**config.mk**
```make
export PLATFORM = sky130hd
export DESIGN_NAME = sump_cmd_rx
export DESIGN_NICKNAME = d
export VERILOG_FILES = /design/src/rtl/sump_cmd_rx.sv
export SDC_FILE = /design/constraint.sdc
export NUM_CORES = 1
export LEC_CHECK = 0
export ABC_AREA = 1
export BUFFER_PORTS_ARGS = -buffer_cell sky130_fd_sc_hd__buf_2
export CORE_AREA = 3 3 104 131
export DETAILED_ROUTE_END_ITERATION = 7
export DIE_AREA = 0 0 107 134
export PLACE_DENSITY_LB_ADDON = 0.05
export SLEW_MARGIN = 20
export SYNTH_ARGS = -nofsm -noshare
export SYNTH_HDL_FRONTEND = slang
export SYNTH_SLANG_ARGS = --single-unit
```
**constraint.sdc**
```tcl
create_clock -name clk -period 5.3 [get_ports clk]
set_input_delay 0.53 -clock clk [delete_from_list [all_inputs] [get_ports clk]]
set_output_delay 0.53 -clock clk [all_outputs]
set_load 0.01 [all_outputs]
```
**src/rtl/sump_cmd_rx.sv**
```systemverilog
// SUMP command deframer: assembles 1-byte short and 5-byte long commands from the
// RXD byte stream. Define SUMP_RESET_DETECT_EN to enable the five-zeros soft reset detector.
module sump_cmd_rx #(
    parameter int DW  = 32,
    parameter int TMO = 50_000,
    parameter int TCW = 16
) (
    input  logic          clk,
    input  logic          rst,
    input  logic          str_rxd_tvalid,
    input  logic [7:0]    str_rxd_tdata,
    output logic          str_rxd_tready,
    output logic [7:0]    cmd_code,
    output logic [DW-1:0] cmd_data,
    output logic          cmd_valid,
    input  logic          cmd_ready,
    output logic          err_timeout,
    output logic          soft_reset
);

    typedef enum logic [1:0] {
        IDLE = 2'd0,
        DATA = 2'd1,
        HOLD = 2'd2
    } state_t;

    localparam logic [TCW-1:0] TMO_LAST = TCW'((TMO == 0) ? 0 : TMO - 1);

    generate
        if (DW != 32) begin : g_bad_dw
            $error("sump_cmd_rx: DW must be 32");
        end
    endgenerate

    state_t         state;
    state_t         state_nxt;
    logic [1:0]     cnt;
    logic [TCW-1:0] tmo;
    logic           rdy_en;
    logic           byte_acc;
    logic           tmo_hit;

    assign byte_acc = str_rxd_tvalid & str_rxd_tready;
    // An accepted byte in the would-be timeout cycle wins over the timeout.
    assign tmo_hit  = (TMO != 0) && (state == DATA) && !byte_acc && (tmo == TMO_LAST);

    always_ff @(posedge clk or negedge rst) begin
        if (!rst) begin
            state <= IDLE;
        end else begin
            state <= state_nxt;
        end
    end

    always_comb begin
        state_nxt = state;
        case (state)
            IDLE: begin
                if (byte_acc) begin
                    state_nxt = str_rxd_tdata[7] ? DATA : HOLD;
                end
            end
            DATA: begin
                if (byte_acc && (cnt == 2'd3)) begin
                    state_nxt = HOLD;
                end else if (tmo_hit) begin
                    state_nxt = IDLE;
                end
            end
            HOLD: begin
                if (cmd_ready) begin
                    state_nxt = IDLE;
                end
            end
            default: state_nxt = IDLE;
        endcase
    end

    // rdy_en keeps tready low until the first clock after reset release.
    always_comb begin
        str_rxd_tready = rdy_en && (state != HOLD);
        cmd_valid      = (state == HOLD);
    end

    always_ff @(posedge clk or negedge rst) begin
        if (!rst) begin
            rdy_en      <= 1'b0;
            cnt         <= 2'd0;
            tmo         <= '0;
            cmd_code    <= 8'h00;
            cmd_data    <= '0;
            err_timeout <= 1'b0;
        end else begin
            rdy_en      <= 1'b1;
            err_timeout <= tmo_hit;
            case (state)
                IDLE: begin
                    if (byte_acc) begin
                        cmd_code <= str_rxd_tdata;
                        cmd_data <= '0;
                        cnt      <= 2'd0;
                        tmo      <= '0;
                    end
                end
                DATA: begin
                    if (byte_acc) begin
                        cmd_data[{cnt, 3'b000} +: 8] <= str_rxd_tdata;
                        cnt <= cnt + 2'd1;
                        tmo <= '0;
                    end else begin
                        tmo <= tmo + TCW'(1);
                    end
                end
                default: begin
                end
            endcase
        end
    end

`ifdef SUMP_RESET_DETECT_EN
    logic       cmd_acc;
    logic [2:0] zero_run;

    assign cmd_acc = cmd_valid & cmd_ready;

    // Counts consecutive handshaken 0x00 commands; the fifth fires soft_reset.
    always_ff @(posedge clk or negedge rst) begin
        if (!rst) begin
            zero_run   <= 3'd0;
            soft_reset <= 1'b0;
        end else begin
            soft_reset <= 1'b0;
            if (tmo_hit) begin
                zero_run <= 3'd0;
            end else if (cmd_acc) begin
                if (cmd_code == 8'h00) begin
                    if (zero_run == 3'd4) begin
                        soft_reset <= 1'b1;
                        zero_run   <= 3'd0;
                    end else begin
                        zero_run <= zero_run + 3'd1;
                    end
                end else begin
                    zero_run <= 3'd0;
                end
            end
        end
    end
`else
    assign soft_reset = 1'b0;
`endif

endmodule

```
# Word level (Yosys, flattened, before mapping)
# Index checks and enable logic that the tools add are counted.
# totals
ff_bits	62
latchBits	0
ram_bits	0
rom_bits	0
out_inout_bits	44
wordCells	49
mem_count	0
# op_classes
addsub	3
n_mul	0
div	0
order_cmp	0
eq_ne	9
shifts	2
muxes	16
bitwise	1
reduce_logical	11
# ops
operator	n
$mux 32	2
$pmux 32 s2	1
$bwmux 32	1
$mux 16	2
$pmux 16 s2	1
$shift 8x7->32 const A	1
$shiftx 8x7->32	1
$add 16x1->16 const B	1
$eq 16x16->1 const B	1
$mux 2	7
$neg 5->7	1
$ne 2x2->1 const B	3
$pmux 2 s3	1
$reduce_and 3->1	2
$eq 2x2->1 const B	2
$logic_and 1x1->1	4
$pmux 2 s2	1
$reduce_and 2->1	2
$ne 3x2->1 const B	1
$add 2x1->2 const B	1
$eq 2x1->1 const B	1
$logic_not 2->1	1
$ne 2x1->1 const B	1
$reduce_bool 2->1	1
2 further kinds	2

# Depth between registers and ports, before layout
# Gate-level depths: netlist (run 1).
# logic_depth
word_depth	9
depth_mapped	10

# Least setup slack after synthesis (run 1)
# Ideal clock, no wire load.
# synth_timing
kind	reg-to-reg
start	register cnt[0]
end	register cmd_data[24]
setup_ns	0.066
t_arrival_ns	1.731
required_ns	5.234
path_slack_ns	3.502
path_stages_with_launch	11
path_buffers	1
period_less_slack_ns	1.798
path_cell_list	dfrtp_1 buf_2 inv_1 ha_1 inv_1 nand2_1 nor2_1 nand2_1 inv_1 nand4_1 nand2_1
# synth_via
elab_chain_len	5
# synth_lines
element	line	rtl
start, declared	37	logic [1:0] cnt;
start signal, assigned	108	cnt <= cnt + 2'd1;
$neg 5->7 *	107	cmd_data[{cnt, 3'b000} +: 8] <= str_rxd_tdata;
$shiftx 8x7->32 / $shift 8x7->32 (equally long branches)	107	
$bwmux 32 *	107	
$mux 32 *	106	if (byte_acc) begin
$pmux 32 s2 *	96	case (state)
end signal, assigned by index	107	
end, declared	14	output logic [DW-1:0] cmd_data,
# Every way passes the cells marked *; elsewhere a longest branch is shown, timed or not. The select of a mux whose other input is x is not followed.
# A chain may end at the register's enable or synchronous reset.

# Worst setup path after layout (run 1)
# layout_timing
start	register cnt[0]
end	register cmd_data[10]
# The elaborated chain is that of the path after synthesis.

==> results of run 1 <==
[registers in the layout, indices dropped and copies added, names as in the netlist]
name and cells:
cmd_code 8, cmd_data 32, cnt 2, err_timeout 1, rdy_en 1, state 2
tmo 16
[Yosys cell counts, drive strengths merged]
master and number:
inv 40, nand3 43, nor3b 1, nand2 112
nand4 11, a22o 1, nor2 42, buf 7
ha 6, nor3 4, a21oi 12, or2 1
o31ai 1, conb 2, o21a 2, clkbuf 2
dfrtp 62, o21ai 36
[logic make-up (layout without fill, tap and decap cells)]
logic type	count (synthesis)	after routing	synth area share, %
simple gates	214	214	31.51
buf+inv	49	111	6.804
flops	62	62	50.22
compound gates	52	52	8.789
fa+ha+maj	6	6	2.430
other cells	2	2	0.2431
[per-stage QoR]
stage | hold slack, ns | setup slack [ns] | power (uW)
after floorplan | 0.2344 | 3.502 | 1057
after global placement | 0.4639 | 3.020 | 1271
after detailed placement | 0.4602 | 3.042 | 1271
after CTS | 0.4269 | 3.025 | 1930
after global routing | 0.4718 | 2.793 | 2028
final | 0.3931 | 3.046 | 1885
[critical path: stages (launching register included)]
cell	delay (ns)
dfrtp_1	0.59
inv_1	0.23
ha_1	0.39
inv_1	0.11
nor3b_2	0.46
nand4_1	0.22
a21oi_1	0.18
[metal layers]
| layer | wire [um] | track usage, % | part of all wire, % |
|---|---|---|---|
| met5 | 0 | 0 | 0 |
| met4 | 204 | 5.259 | 2.3 |
| met3 | 284 | 3.226 | 3.2 |
| met2 | 4531 | 23.35 | 51 |
| met1 | 3921 | 15.81 | 44 |
[how the worst max path moves through the flow]
stage,to,slack (ns),depth (start not counted)
2_1_floorplan,cmd_data[24]$_DFFE_PN0P_,3.50,10
3_3_place_gp,cmd_data[9]$_DFFE_PN0P_,3.02,6
3_5_place_dp,cmd_data[10]$_DFFE_PN0P_,3.04,6
4_1_cts,cmd_data[10]$_DFFE_PN0P_,3.02,6
5_1_grt,cmd_data[24]$_DFFE_PN0P_,2.79,9
6_report,cmd_data[10]$_DFFE_PN0P_,3.05,6
[layout make-up]
class,count,area [um^2]
Fill cell,1377,8765
Timing Repair Buffer,55,277.8
Clock inverter,7,97.59
Inverter,40,150.1
Tap cell,168,210.2
Clock buffer,9,225.2
Sequential cell,62,1551
Multi-Input combinational cell,274,1328
[power by group]
group	switching [uW]	internal (uW)
logic	409	182
clock network	227	413
registers	73.6	580
==> metrics.md, run 1 <==
| Metric | Value |
|---|---|
| Slew HR | 43.68% |
| Outcome | completed |
| Die Y-Extent | 134 um |
| Register area share after synthesis | 50.22% |
| Die W | 107 um |
| Core footprint | 12,600 um^2 |
| Nets | 460 |
| Largest area contributor in the netlist | dfrtp_1 |
| Tmin final | 2.254 ns |
| Post-CTS Hold Buffers | 0 |
| Synth area leaders | dfrtp_1 (50%), nand2_1 (13%), nand3_1 (6.8%) |
| Worst IR Drop VDD | 178.5 uV |
| Maxcap violations | 0 |
| Initial antenna violation count | 0 |
| Cell leakage power | 0.002042 uW |
| Post-DRT Antenna Nets | 0 |
| CTS tree | yes |
| HP Class | primary input to async pin |
| Htree depth | 3 |
| Clk_skew | 0.01026 ns |
| Total clock sinks | 62 |
| RePlAce Congestion | 0.7424 |
| Worst Setup End Kind | register |
| WL/cell | 14.54 um |
| Vias in the first global route | 2,796 |
| Vias per std cell | 4.338 |
| Post-detail-place hpwl | 6549 um |
| Num CTS Buffers | 9 |
| First-pass GRT wire length | 14,790 um |
| Largest net degree at the start of global routing | 63 |
| Setup crit start kind | register |
| Final Max Slew Viols | 0 |
| Final setup fails | 0 |
| Area growth, synth to finish | 24.30% |
| Vias | 2,668 |
| Clock transition at path regs | 0.06 ns |
| Final Util | 30.46% |
| Worst slew pin tran | 0.8448 ns |
| Yosys warns | 0 |
| Post-CTS Setup Bufs | 0 |
| R2R depth | 6 |
| Overall Global Routing Usage | 13.40% |
| Setup TNS | 0 ns |
| RSZ-0062 raised after global routing | false |
| Non-Filler Instances | 615 |
| Port Buf Inserts | 54 |
| Placed cell count | 599 |
| Worst Path Required | 5.55 ns |
| Placement Cell Area | 3517 um^2 |
| Drt drc | 0 |
| Synthesis-stage register bit count | 62 |
| Syn Inst Count | 385 |
| Crit path from | cnt[0]$_DFFE_PN0P_ |
| R2R Path Start | cnt[0]$_DFFE_PN0P_ |
| IO Count | 56 |
| Post-route cell area | 3840 um^2 |
| F_max | 443.6 MHz |
| # resized after CTS | 0 |
| WL final | 8942 um |
| Syn Std Cell Area | 3089 um^2 |
| Die Footprint | 14,340 um^2 |
| Worst EP arrival | 2.51 ns |
| Initial DRC count | 101 |
| Mapped Nets | 403 |
| FF-to-FF End | cmd_data[10]$_DFFE_PN0P_ |
| Synth unique cells | 28 |
| Worst-path fanout max | 13 |
| Pre-Repair DR Iteration Count | 4 |
| Diodes inserted | 0 |
| Clock latency at the later pin of the worst-skew pair | 0.33 ns |
| Rows | 46 |
| Initial Util | 24.51% |
| GRT overflow | 0 |
| Most frequent cells in the layout | nand2_1 (111), dfrtp_1 (62), buf_2 (54), nand3_1 (42) |
| Final Hold Fails | 0 |
| Critical path type | register to register |
| Share of the synthesized area in the top cell type | 50.22% |
| Worst-case clock buffer depth | 2 |
| Most common cell after layout, fill and taps aside | nand2_1 |
| R2r setup slk | 3.05 ns |
| PD cells | 490.8 nW/um^2 |
| Syn Area/Cell | 8.024 um^2 |
| Layout cell share with drive strength beyond 1 | 19.69% |
| Root Driver | clkbuf_16 |
| Final period util | 42.53% |
(Power assumes the default switching activity.)
==> inputs of run 2 (changes only) <==
==> constraint.sdc (replaced) <==
create_clock -name clk -period 2.36 [get_ports clk]
set_input_delay 0.236 -clock clk [delete_from_list [all_inputs] [get_ports clk]]
set_output_delay 0.236 -clock clk [all_outputs]
set_load 0.01 [all_outputs]
==> run 2 against run 1 <==
Sequential share of layout area shrank 0.42 points. First-iteration DRC count grew 7.9%. Worst setup slack lost 2.6 ns. Clock power grew 120%. Sequential power grew 120%. Critical path depth is the same. Utilization grew 0.32 points. Clock skew grew 0.0012 ns. Clock-buffer cell count grew 1. Total power grew 120%. Global-route usage grew 0.23 points. Critical path type unchanged.
==> metrics.md, run 2 (synthesis results as in run 1) <==
| Metric | Value |
|---|---|
| Largest net degree at the start of global routing | 26 |
| R2R depth | 6 |
| First-pass GRT wire length | 15,130 um |
| Setup crit start kind | register |
| Most used cell along the critical path | inv_1 |
| Final worst setup slack | 0.4684 ns |
| Vias in the first global route | 2,803 |
| Cell leakage power | 0.002062 uW |
| RePlAce Congestion | 0.7735 |
| Clock latency at the later pin of the worst-skew pair | 0.33 ns |
| Max reg flops | 32 |
| Final period util | 80.15% |
| PD cells | 1084 nW/um^2 |
| Root Driver | clkbuf_16 |
| CP Cell Sequence | inv_1 -> ha_1 -> inv_1 -> nor3b_2 -> nand4_1 -> a21oi_1 |
| Area growth, synth to finish | 25.60% |
| Post-Place Setup Slack | 0.4688 ns |
| Worst-case clock buffer depth | 2 |
| Pre-Repair DR Iteration Count | 4 |
| Total clock sinks | 62 |
| Worst-path fanout max | 8 |
| Diodes inserted | 0 |
| Setup TNS | 0 ns |
| Die Y-Extent | 134 um |
| Post-detail-place hpwl | 6753 um |
| Nets | 465 |
| Slew HR | 61.12% |
| Final setup fails | 0 |
| R2R Path Start | cnt[1]$_DFFE_PN0P_ |
| Worst Setup End Kind | register |
| Final-layout fill cell count | 1,382 |
| F_max | 528.6 MHz |
| Core footprint | 12,600 um^2 |
| Setup crit end | cmd_data[9]$_DFFE_PN0P_ |
| RSZ-0062 raised after global routing | false |
| Critical path type | register to register |
| Num CTS Buffers | 9 |
| Initial DRC count | 109 |
| Layout cell share with drive strength beyond 1 | 20.35% |
| Outcome | completed |
| Post-route cell area | 3880 um^2 |
| Tmin final | 1.892 ns |
| Largest delay share family, worst path | simple AND/OR/NAND/NOR gates |
| Final Max Slew Viols | 0 |
| Crit-path max cell delay | 0.46 ns |
| Crit path from | cnt[1]$_DFFE_PN0P_ |
| Htree depth | 3 |
| Clock transition at path regs | 0.06 ns |
| Most common cell after layout, fill and taps aside | nand2_1 |
| Most frequent cells in the layout | nand2_1 (111), dfrtp_1 (62), buf_2 (54), nand3_1 (42) |
| Maxcap violations | 0 |
| Largest Register | cmd_data |
| Stages on worst setup path | 6 |
| Post-DRT Antenna Nets | 0 |
| Final Hold Fails | 0 |
| Vias | 2,658 |
| R2r setup slk | 0.47 ns |
| Drt drc | 0 |
| Initial Util | 24.51% |
| CTS tree | yes |
| HP Class | primary input to register |
| Initial antenna violation count | 0 |
| Die Footprint | 14,340 um^2 |
| Overall Global Routing Usage | 13.63% |
| FF-to-FF End | cmd_data[9]$_DFFE_PN0P_ |
| WL/cell | 14.81 um |
| Largest regs | cmd_data: 32 flops, tmo: 16 flops, cmd_code: 8 flops |
| CP bufs+invs | 2 |
| Flip-flop and latch area | 1551 um^2 |
| IO Count | 56 |
| Rows | 46 |
| Footprint of the multi-input gates | 1328 um^2 |
| Die W | 107 um |
| Placement Cell Area | 3560 um^2 |
| Worst path slowest cell | nor3b_2 |
| Clk_skew | 0.01146 ns |
| Worst EP arrival | 2.15 ns |
| Port Buf Inserts | 54 |
| WL final | 9184 um |
| Vias per std cell | 4.287 |
| Worst slew pin tran | 0.5832 ns |
| Worst Path Required | 2.62 ns |
| Worst IR Drop VDD | 337.4 uV |
| GRT overflow | 0 |
run 2: cell type report:
| cell class | count | area share (%) |
|---|---|---|
| Clock buffer | 10 | 6.159 |
| Sequential cell | 62 | 39.99 |
| Multi-Input combinational cell | 274 | 34.21 |
| Clock inverter | 6 | 1.838 |
| Tap cell | 168 | 5.418 |
| Timing Repair Buffer | 60 | 8.513 |
| Inverter | 40 | 3.870 |
run 2: what timing repair did:
item,in CTS,in global routing
resized for setup,0,0
setup buffers,0,0
hold endpoints to repair,19,0
hold buffers,1,0
run 2: worst min-delay path by stage:
stage / end / slack (ns) / from / depth (start not counted)
floorplan: cmd_code[0]$_DFFE_PN0P_ / -0.06 / rst / 0
global placement: err_timeout$_DFF_PN0_ / 0.28 / rst / 1
detailed placement: err_timeout$_DFF_PN0_ / 0.28 / rst / 1
CTS: cmd_code[6]$_DFFE_PN0P_ / 0.16 / str_rxd_tdata[6] / 3
global route: state[1]$_DFFE_PN0P_ / 0.18 / cmd_ready / 3
finish: cmd_code[6]$_DFFE_PN0P_ / 0.17 / str_rxd_tdata[6] / 3
run 2: through the flow:
stage	cells	power, uW	hold WS [ns]	util, %
after floorplan	385	2374	-0.05959	-
after global placement	603	2875	0.2834	28.24
after detailed placement	603	2877	0.2825	28.24
after CTS	620	4296	0.1624	30.78
after global routing	620	4520	0.1760	30.78
final	620	4204	0.1713	30.78
run 2: worst min-delay path, delay by kind of cell:
family | cells | cell delay, ns
buffers and inverters | 1 | 0.12
and+or+nand+nor | 2 | 0.11
run 2: where the power goes:
group | switching (uW) | internal [uW] | leakage (uW)
clock | 524 | 852 | 0.000145
combinational | 948 | 430 | 0.00109
sequential | 147 | 1300 | 0.000828
run 2: routing by layer:
| metal | global-route usage [%] | part of all wire, % | vias to the layer above |
|---|---|---|---|
| met1 | 17.08 | 46 | 1246 |
| met3 | 2.600 | 2.9 | 4 |
| met2 | 23.32 | 51 | 46 |
| li1 | - | - | 1362 |
| met4 | 4.904 | 0.85 | 0 |
| met5 | 0 | 0 | - |
==> inputs of run 3 (changes only) <==
==> constraint.sdc (replaced) <==
create_clock -name clk -period 1.7 [get_ports clk]
set_input_delay 0.17 -clock clk [delete_from_list [all_inputs] [get_ports clk]]
set_output_delay 0.17 -clock clk [all_outputs]
set_load 0.01 [all_outputs]
==> run 3 against run 2 <==
Sequential share of layout area down 1.5 points. Utilization up 1.2 points. Sequential cell count unchanged. Critical path depth down 1. Combinational power up 62%. Sequential power up 38%. Routed wire length down 0.26%. Cell area up 4.0%. Clock-buffer cell count unchanged. First-iteration DRC count down 15%. Final cell count up 2.6%. Clock power up 43%. Critical path type unchanged. Largest power group is now combinational logic.
==> metrics.md, run 3 (synthesis results as in run 1) <==
| Metric | Value |
|---|---|
| CTS tree | yes |
| Largest regs | cmd_data: 32 flops, tmo: 16 flops, cmd_code: 8 flops |
| Clock share of power | 31.7% |
| RePlAce Congestion | 0.7932 |
| Worst Setup End Kind | register |
| First-pass GRT wire length | 15,170 um |
| Clk_skew | 0.008181 ns |
| Final Util | 32.02% |
| Num CTS Buffers | 9 |
| Initial DRC count | 93 |
| Max reg flops | 32 |
| Area growth, synth to finish | 30.66% |
| Most frequent cells in the layout | nand2_1 (111), dfrtp_1 (62), buf_2 (54), nand3_1 (42), o21ai_0 (35) |
| RSZ-0062 raised after global routing | false |
| IO Count | 56 |
| Pre-Repair DR Iteration Count | 4 |
| Final Hold Fails | 0 |
| Initial antenna violation count | 0 |
| Outcome | completed |
| Die W | 107 um |
| Switching share of total power | 36.96% |
| Switching Power | 2293 uW |
| Hold Path Depth | 3 |
| Largest net degree at the start of global routing | 63 |
| Slew HR | 66.17% |
| Post-route cell area | 4036 um^2 |
| Diodes inserted | 0 |
| R2R depth | 5 |
| Rows | 46 |
| Vias in the first global route | 2,903 |
| Overall Global Routing Usage | 13.71% |
| FF-to-FF End | tmo[1]$_DFFE_PN0P_ |
| Worst slew pin tran | 0.5036 ns |
| Worst IR Drop VDD | 510.9 uV |
| Post-DRT Antenna Nets | 0 |
| Hold_sp | str_rxd_tdata[6] |
| Vias | 2,739 |
| Layout cell share with drive strength beyond 1 | 23.72% |
| Die Y-Extent | 134 um |
| Hold endpoint | cmd_code[6]$_DFFE_PN0P_ |
| Total power | 6203 uW |
| Power share of the sequential group | 32.3% |
| Initial Util | 24.51% |
| Final setup fails | 0 |
| GRT overflow | 0 |
| Worst-case clock buffer depth | 2 |
| Placed cell count | 618 |
| Htree depth | 3 |
| Total clock sinks | 62 |
| WL final | 9160 um |
| Root Driver | clkbuf_16 |
| Die Footprint | 14,340 um^2 |
| Drt drc | 0 |
| Vias per std cell | 4.307 |
| Placement Cell Area | 3694 um^2 |
| Core footprint | 12,600 um^2 |
| Setup TNS | 0 ns |
| Tmin final | 1.573 ns |
| Port Buf Inserts | 54 |
| Setup crit start kind | register |
| Clock latency at the later pin of the worst-skew pair | 0.33 ns |
| Worst Path Required | 1.91 ns |
| Non-Filler Instances | 636 |
| Combinational share of power | 36.1% |
| Final period util | 92.50% |
| Clock transition at path regs | 0.06 ns |
| R2r setup slk | 0.13 ns |
| Cell leakage power | 0.002161 uW |
| Worst-path fanout max | 8 |
| PD cells | 1537 nW/um^2 |
| Worst EP arrival | 1.78 ns |
| Largest Register | cmd_data |
| Critical path type | register to register |
| Post-detail-place hpwl | 6715 um |
| Nets | 481 |
| Maxcap violations | 0 |
| R2R Path Start | state[1]$_DFFE_PN0P_ |
| F_max | 635.9 MHz |
| Most common cell after layout, fill and taps aside | nand2_1 |
| HP Class | primary input to register |
| Internal | 3911 uW |
| Final Max Slew Viols | 0 |
| WL/cell | 14.40 um |
-- run 3: cell count changes in the layout (fill, tap and decap cells not counted), moves of 2 or more --
cell | previous run | this run
buf_4 | 4 | 19
nor2_1 | 35 | 32
nor2_2 | 3 | 6
clkinv_2 | 0 | 2
clkinv_4 | 3 | 1
-- run 3: final cells by class --
type | instances | area (um^2)
Fill cell | 1366 | 8568
Sequential cell | 62 | 1551
Multi-Input combinational cell | 274 | 1341
Timing Repair Buffer | 76 | 462.9
Clock buffer | 10 | 229.0
Tap cell | 168 | 210.2
Inverter | 40 | 155.1
Clock inverter | 6 | 86.33
-- run 3: worst max-delay path by stage --
stage                     slack, ns                  from  depth (start not counted)                       end
after floorplan               0.007    cnt[0]$_DFFE_PN0P_                         10  cmd_data[24]$_DFFE_PN0P_
after global placement         0.12  state[1]$_DFFE_PN0P_                          7   cmd_data[7]$_DFFE_PN0P_
after detailed placement       0.07  state[1]$_DFFE_PN0P_                          7   cmd_data[7]$_DFFE_PN0P_
after CTS                      0.07  state[1]$_DFFE_PN0P_                          7   cmd_data[7]$_DFFE_PN0P_
after global routing          0.001    cnt[1]$_DFFE_PN0P_                          6  cmd_data[11]$_DFFE_PN0P_
final                          0.13  state[1]$_DFFE_PN0P_                          5        tmo[1]$_DFFE_PN0P_
-- run 3: stage by stage --
step	setup WS, ns	hold slack, ns
2_1_floorplan	0.006714	-0.1256
3_3_place_gp	0.1158	0.2264
3_5_place_dp	0.07399	0.2267
4_1_cts	0.07084	0.1014
5_1_grt	0.001457	0.1150
6_report	0.1275	0.1018
-- run 3: critical path, cell delays in order (launching register included) --
cell and delay (ns):
dfrtp_1 0.39, inv_2 0.12, nand2_2 0.19, nand2_1 0.30
inv_1 0.21, a22o_1 0.24
-- run 3: repair_timing --
action | in CTS | in global routing
gates resized for setup | 0 | 4
endpoints found under the hold margin | 62 | 0
setup buffers | 0 | 1
endpoints found under the setup margin | 0 | 17
hold buffers | 1 | 0
-- run 3: routing by layer --
layer	share of wire (%)	up-vias	GRT usage [%]
li1	-	1402	-
met1	43	1283	16.11
met2	53	43	24.19
met3	3.1	11	2.985
met4	1.5	0	5.330
met5	0	-	0
-- run 3: power groups by stage --
stage                     sequential [uW]  combinational, uW  clock [uW]
after floorplan                      2150               1180           0
after global placement               2020               2250           0
after detailed placement             2020               2240           0
after CTS                            2000               2250        2040
after global routing                 2040               2530        2080
final                                2000               2240        1970
